===== src/rtl/psram_rd_capture.sv =====
// psram_rd_capture: DQS-oversampled PSRAM read capture, MSB-first 64-bit packing, word FIFO with valid/ready drain.
// Optional DQS timeout abort enabled by defining PSRAM_RD_TMO_EN.
module psram_rd_capture #(
  parameter int FIFO_DEPTH = 2,
  parameter int TMO_WIDTH  = 8
) (
  input  logic                 clk_i,
  input  logic                 rst_i,
  input  logic                 start_i,
  input  logic [3:0]           len_i,
  input  logic                 dqs_i,
  input  logic [7:0]           dq_i,
  input  logic [TMO_WIDTH-1:0] tmo_i,
  output logic                 busy_o,
  output logic [63:0]          data_o,
  output logic                 valid_o,
  input  logic                 ready_i,
  output logic                 ovf_o,
  output logic                 tmo_o
);
  localparam int AW = $clog2(FIFO_DEPTH);
  typedef enum logic [1:0] {IDLE, CAPT, PUSH} state_t;
  state_t      r_state;
  logic        r_dqs_q, r_dqs_qq;
  logic [7:0]  r_dq_q;
  logic [3:0]  r_len, r_idx;
  logic [63:0] r_word;
  logic        r_ovf, r_tmo;
  logic [63:0] r_mem [FIFO_DEPTH];
  logic [AW:0] r_wp, r_rp;
  logic        w_edge, w_empty, w_full, w_pop, w_push, w_last, w_abort;
  logic [5:0]  w_sh;
  assign w_edge  = r_dqs_q ^ r_dqs_qq;
  assign w_last  = (r_idx + 4'd1) == r_len;
  // 7-idx equals ~idx in three bits, so the byte lane offset is just the inverted index times 8
  assign w_sh    = {~r_idx[2:0], 3'b000};
  assign w_empty = r_wp == r_rp;
  assign w_full  = (r_wp[AW] != r_rp[AW]) && (r_wp[AW-1:0] == r_rp[AW-1:0]);
  assign w_pop   = !w_empty && ready_i;
  assign w_push  = (r_state == PUSH) && (!w_full || w_pop);
  assign busy_o  = r_state != IDLE;
  assign valid_o = !w_empty;
  assign data_o  = w_empty ? 64'd0 : r_mem[r_rp[AW-1:0]];
  assign ovf_o   = r_ovf;
  assign tmo_o   = r_tmo;
`ifdef PSRAM_RD_TMO_EN
  logic [TMO_WIDTH-1:0] r_tmo_cnt;
  assign w_abort = (r_state == CAPT) && !w_edge && (tmo_i != '0) && (r_tmo_cnt == tmo_i - TMO_WIDTH'(1));
  always_ff @(posedge clk_i)
    if (rst_i || r_state != CAPT || w_edge) r_tmo_cnt <= '0;
    else r_tmo_cnt <= r_tmo_cnt + TMO_WIDTH'(1);
`else
  logic w_unused;
  assign w_unused = ^tmo_i;
  assign w_abort  = 1'b0;
`endif
  always_ff @(posedge clk_i) begin
    if (rst_i) begin
      r_state  <= IDLE;
      r_dqs_q  <= 1'b0;
      r_dqs_qq <= 1'b0;
      r_dq_q   <= '0;
      r_len    <= '0;
      r_idx    <= '0;
      r_word   <= '0;
      r_ovf    <= 1'b0;
      r_tmo    <= 1'b0;
      r_wp     <= '0;
      r_rp     <= '0;
      for (int i = 0; i < FIFO_DEPTH; i++) r_mem[i] <= '0;
    end else begin
      r_dqs_q  <= dqs_i;
      r_dqs_qq <= r_dqs_q;
      r_dq_q   <= dq_i;
      case (r_state)
        IDLE: if (start_i) begin
          r_state <= CAPT;
          r_len   <= (len_i == 4'd0 || len_i > 4'd8) ? 4'd8 : len_i;
          r_idx   <= '0;
          r_word  <= '0;
          r_ovf   <= 1'b0;
          r_tmo   <= 1'b0;
        end
        CAPT: if (w_abort) begin
          r_state <= IDLE;
          r_tmo   <= 1'b1;
        end else if (w_edge) begin
          r_word[w_sh +: 8] <= r_dq_q;
          r_idx             <= r_idx + 4'd1;
          if (w_last) r_state <= PUSH;
        end
        PUSH: begin
          r_state <= IDLE;
          if (w_full && !w_pop) r_ovf <= 1'b1;
        end
        default: r_state <= IDLE;
      endcase
      if (w_push) begin
        r_mem[r_wp[AW-1:0]] <= r_word;
        r_wp                <= r_wp + (AW+1)'(1);
      end
      if (w_pop) r_rp <= r_rp + (AW+1)'(1);
    end
  end
endmodule


===== config.mk =====
export PLATFORM = sky130hd
export DESIGN_NAME = psram_rd_capture
export DESIGN_NICKNAME = d
export VERILOG_FILES = /design/src/rtl/psram_rd_capture.sv
export SDC_FILE = /design/constraint.sdc
export NUM_CORES = 1
export LEC_CHECK = 0
export ABC_CLOCK_PERIOD_IN_PS = 8400
export CAP_MARGIN = 20
export CELL_PAD_IN_SITES_DETAIL_PLACEMENT = 1
export CELL_PAD_IN_SITES_GLOBAL_PLACEMENT = 1
export CORE_MARGIN = 1
export CORE_UTILIZATION = 46
export CTS_CLUSTER_DIAMETER = 150
export DETAILED_ROUTE_END_ITERATION = 10
export GPL_TIMING_DRIVEN = 0
export PLACE_DENSITY_LB_ADDON = 0.05
export SYNTH_ARGS = -nofsm -noshare
export SYNTH_HDL_FRONTEND = slang
export SYNTH_SLANG_ARGS = --single-unit

===== constraint.sdc =====
create_clock -name clk_i -period 8.4 [get_ports clk_i]
set_input_delay 1.26 -clock clk_i [delete_from_list [all_inputs] [get_ports clk_i]]
set_output_delay 1.26 -clock clk_i [all_outputs]
set_load 0.005 [all_outputs]

* After elaboration in Yosys (flattened, before gate mapping)
Memories as Yosys holds them, arrays and structs flattened. A register that Yosys moved wholly into a read port is not among the register bits.
Index checks and enable logic that the tools add are counted.
** Operators by class
- Add/subtract/negate cells :: 4
- Reduce and logical (&&, ||, !) cells :: 19
- $lt $le $gt $ge :: 1
- Shift operators :: 2
- Equality and inequality tests :: 10
- Bitwise operators :: 2
- Muxes and demuxes :: 26
** Operator list (count)
- 64-bit two-way mux :: 4
- 64-bit one-hot mux with 2 select lines :: 1
- 64-bit bitwise mux :: 1
- 64-bit OR reduction :: 1
- 8-bit by 8-bit variable shift with 64-bit output, first input constant :: 1
- 8-bit by 8-bit indexed part select with 64-bit output :: 1
- 4-bit two-way mux :: 3
- 1-bit two-way mux :: 11
- 3-bit AND reduction :: 3
- 6-bit negation with 8-bit output :: 1
- 4-bit one-hot mux with 2 select lines :: 1
- 2-bit two-way mux :: 3
- 2-bit inequality test, second input constant :: 3
- 2-bit nonzero test :: 3
- 2-bit by 1-bit adder with 2-bit output, second input constant :: 2
- 4-bit by 1-bit adder with 4-bit output, second input constant :: 1
- 4-bit equality test :: 1
- 4-bit > comparator, second input constant :: 1
- 1-bit logical AND :: 4
- 4-bit logical NOT :: 1
- 2-bit one-hot mux with 2 select lines :: 1
- 1-bit logical NOT :: 3
- 3-bit inverter :: 1
- 2-bit by 1-bit equality test with 1-bit output, second input constant :: 1
- 10 further kinds :: 11
** Storage, ports and cells
- Input bits :: 25
- Memories :: 1
- Word-level logic and storage cells :: 75
- RAM bits :: 128
- Register bits after elaboration :: 89
** Memory list
- r_mem :: words 2, bits a word 64, rd ports 1, clocked after memory_dff 1, wr ports 2, RTL line 29 : logic [63:0] r_mem [FIFO_DEPTH];

* Longest topological paths before layout
- Depth in word-level cells :: 10
- Mapped depth :: 7
- Depth with buffers taken out :: 5

* Worst setup path after synthesis
No wires, ideal clock.
- Path type :: input-to-reg
- Start :: in ready_i
- End :: mem r_mem[0][0], enable pin
- Buffers on the path :: 0
- Arrival time :: 5925 ps
- Required time :: 7826 ps
- Path slack :: 1901 ps
- Cell stages on the path :: 2
- Cell sequence :: o31ai_2 > o21ai_0
** RTL lines
- from (decl) :: RTL line 17 : input logic ready_i,
- to (decl) :: RTL line 29

* Worst setup path after layout
- Start :: reg r_wp[0]
- End :: out data_o[57]
** Between the ends
- Cells in the longest elaborated chain, start to end :: 2
** Ends and longest elaborated chain
- from (decl) :: RTL line 30 : logic [AW:0] r_wp, r_rp;
- from (signal assigned) :: RTL line 100 : r_wp <= r_wp + (AW+1)'(1);
- 2-bit equality test :: RTL line 37 : assign w_empty = r_wp == r_rp;
- 64-bit two-way mux :: RTL line 43 : assign data_o = w_empty ? 64'd0 : r_mem[r_rp[AW-1:0]];
- to (decl) :: RTL line 15 : output logic [63:0] data_o,
No other way between the ends.

==> flow_summary.json <==
{
  "synthArstFlopShare": 0,
  "relSlewSlack": 0.372,
  "start_kind": "flop",
  "setup.worst_path.end_class": "primary output",
  "syn_area_sq_um": 9050,
  "syn_to_final_growth_pct": 21.4,
  "crit_path_cell_trace": "xor2_2 > nor2_1 > clkbuf_1 > buf_1 > nor2_1 > clkdlybuf4s50_1",
  "dp_slack_ns": 4.41,
  "clkPwrFrac": 0.425,
  "yosysSeqAreaShare": 0.624,
  "finalHoldViolCount": 0,
  "min_path_type": "flop to flop",
  "cpMostUsedCell": "nor2_1",
  "holdBufCountCts": 0,
  "ys_warn_count": 0,
  "clk_latency_ns": 0.50,
  "maxCapViolCount": 0,
  "cts_root_buf": "clkbuf_16",
  "tightest_slew_ns": 0.931,
  "first_pass_iters": 4,
  "netlist.area_leader.share": 0.425,
  "diodes": 0,
  "cts_setup_buffers": 0,
  "ys.flop_type": "edfxtp_1",
  "cts_tree": "yes",
  "drv_slew": 0,
  "wl_um": 22200,
  "fin_ws_ns": 3.93,
  "synthCells": 721,
  "globalplace.congestion": 0.772,
  "vias": 6091,
  "fin_crit_sh": 0.532,
  "swShare": 0.215,
  "synth_edf_count": 128,
  "cpPeakStageDelay_ns": 0.65,
  "intPower_uw": 1750,
  "pwr-share-comb": 0.052,
  "rsz0062_at_grt": "no",
  "cts_resized": 0,
  "wl_per_cell_um": 20.0,
  "dp_hpwl_um": 14700,
  "die_y_um": 142,
  "netSwitchingPower_uw": 479,
  "critPathArrivalTime_ns": 3.21,
  "drt_first_iter_violations": 384,
  "vias_per_cell": 5.49,
  "crit_required_ns": 7.14,
  "grt_max_degree": 64,
  "core_sq_um": 19000,
  "power_leakage_uw": 0.00375,
  "grt_use_total": 0.227,
  "rows": 50,
  "drive_gt1_frac": 0.0730,
  "die_w_um": 142,
  "cts_max_level": 1,
  "cp_slowest_cell": "clkbuf_1",
  "initial_core_util": 0.476,
  "tns_ns": 0,
  "cts_max_path_buffers": 3,
  "syn_area_per_cell_sq_um": 12.6,
  "status": "finished, final reports clean",
  "cp_max_fo": 10,
  "final.setup_skew_ns": 0.00807,
  "drc": 0,
  "antenna_left": 0,
  "setup.worst_path.class": "flop to primary output",
  "grt-ovfl-total": 0,
  "final_cell_area_sq_um": 11000,
  "p_seq_frac": 0.523,
  "synth_fp_nets": 748,
  "multi_input_area_sq_um": 3190,
  "synth_top_cell_by_area": "edfxtp_1",
  "max_freq_mhz": 224,
  "fin_crit_ns": 4.47,
  "cts_made_buffers": 23,
  "peakVddDrop_uv": 164,
  "clk_pin_slew_ns": 0.06,
  "setup_viol": 0,
  "antenna_found_initial": 0,
  "synthTopCellsByArea": "edfxtp_1 (42%), dfxtp_1 (20%), and2_1 (8.9%)",
  "powerDensity_nw_per_um2": 202,
  "ys_types": 54,
  "grt_pass1_vias": 6550,
  "seqCellArea_sq_um": 5650,
  "final.fill_count": 1959,
  "cts_sinks": 218,
  "grt_pass1_wl_um": 35000,
  "ios": 93,
  "io_buffers": 83,
  "nNetsFinal": 859,
  "synth_seq_cells": 218,
  "fp.dieArea_sq_um": 20200,
  "dpl-instance-area_sq_um": 10300
}
[per-layer routing]
layer	wire length (um)	GRT usage	vias up	share of wire
met5	0	0	-	0
met4	492	0.0713	0	0.022
met3	834	0.0259	45	0.038
met2	11300	0.407	129	0.51
met1	9600	0.285	3094	0.43
li1	-	-	2823	-
[layout by cell type (no fill, tap or decap), types with 2 or more instances in the layout]
master	synthesis	routed
nor2_1	77	77
o21ai_0	8	7
edfxtp_1	128	128
clkbuf_16	0	24
xor2_1	5	5
nor2b_1	13	13
clkbuf_2	6	6
nand2b_1	4	4
xnor2_1	6	6
buf_1	17	17
clkbuf_8	0	2
a32o_1	56	56
clkbuf_1	24	37
ha_1	2	2
dfxtp_1	90	90
nand2_1	11	10
inv_1	4	4
nor3_1	7	7
mux2i_1	64	64
buf_4	2	2
nor4_1	2	2
buf_12	0	2
a22o_1	6	6
o21ai_1	5	5
nor2_2	2	2
and2_1	129	129
o21ai_2	3	3
or3b_1	2	2
nand3b_1	7	7
buf_2	5	5
a21oi_1	10	10
clkdlybuf4s50_1	0	83
[power groups by stage]
stage / sequential, uW / combinational (uW) / clock, uW
global placement: 1190 / 107 / 0
CTS: 1160 / 116 / 961
finish: 1160 / 115 / 945
detailed placement: 1190 / 116 / 0
global route: 1170 / 125 / 999
floorplan: 1190 / 63.8 / 0
[cell families after synthesis]
family	share of synthesized area
AND/OR/NAND/NOR	0.161
flip-flops	0.624
AO/OA/AOI/OAI	0.0987
multiplexers	0.0720
buffers and inverters	0.0264
XOR/XNOR	0.0151
adder cells (fa/ha/maj)	0.00276
other	0.000414
[registers in the layout, summed over array words and instances (netlist names), named ones only]
signal    flops
r_mem       128
r_state       2
r_dqs_qq      1
r_idx         4
ovf_o         1
r_len         4
r_dq_q        8
r_rp          2
r_word       64
r_wp          2
r_dqs_q       1
[per-stage QoR]
| stage | instances | hold slack [ns] | utilization | total power [uW] |
|---|---|---|---|---|
| 4_1_cts | 1109 | 0.480 | 0.578 | 2240 |
| 2_1_floorplan | 721 | 0.444 | - | 1250 |
| 3_5_place_dp | 1067 | 0.467 | 0.541 | 1300 |
| 3_3_place_gp | 1064 | 0.454 | 0.537 | 1300 |
| 6_report | 1109 | 0.476 | 0.578 | 2220 |
| 5_1_grt | 1109 | 0.498 | 0.578 | 2290 |
[synth_stat cells (3+ instances only)]
library cell,instances
nor3_1,7
nor2_1,77
xor2_1,5
inv_1,4
o21ai_1,5
xnor2_1,6
a22o_1,6
edfxtp_1,128
nor2b_1,13
o21ai_0,8
nand2b_1,4
nand3b_1,7
clkbuf_1,24
o21ai_2,3
a21oi_1,10
a32o_1,56
nand2_1,11
dfxtp_1,90
buf_1,17
mux2i_1,64
clkbuf_2,6
buf_2,5
and2_1,129
[final timing paths]
| path | from | to | slack, ns | cells past startpoint |
|---|---|---|---|---|
| max | r_wp[0] | data_o[57] | 3.93 | 6 |
| min | r_len[0] | r_len[0] | 0.48 | 2 |
| max reg2reg | r_idx[0] | r_word[44] | 5.59 | 6 |
| min reg2reg | r_len[0] | r_len[0] | 0.48 | 2 |
[critical path, delay by kind of cell (launching register included)]
| family | cells | cell delay [ns] |
|---|---|---|
| buf+inv | 3 | 1.61 |
| flops | 1 | 0.54 |
| simple gates | 2 | 0.36 |
| xor+xnor | 1 | 0.18 |
[cell type report]
cell class / count / area share
sequential: 218 / 0.514
clock buffer: 40 / 0.0623
tap: 260 / 0.0296
buffer: 54 / 0.0204
clock inverter: 2 / 0.00125
inverter: 4 / 0.00137
multi-input combinational: 445 / 0.290
timing repair buffer: 86 / 0.0817
(Power assumes the default switching activity.)
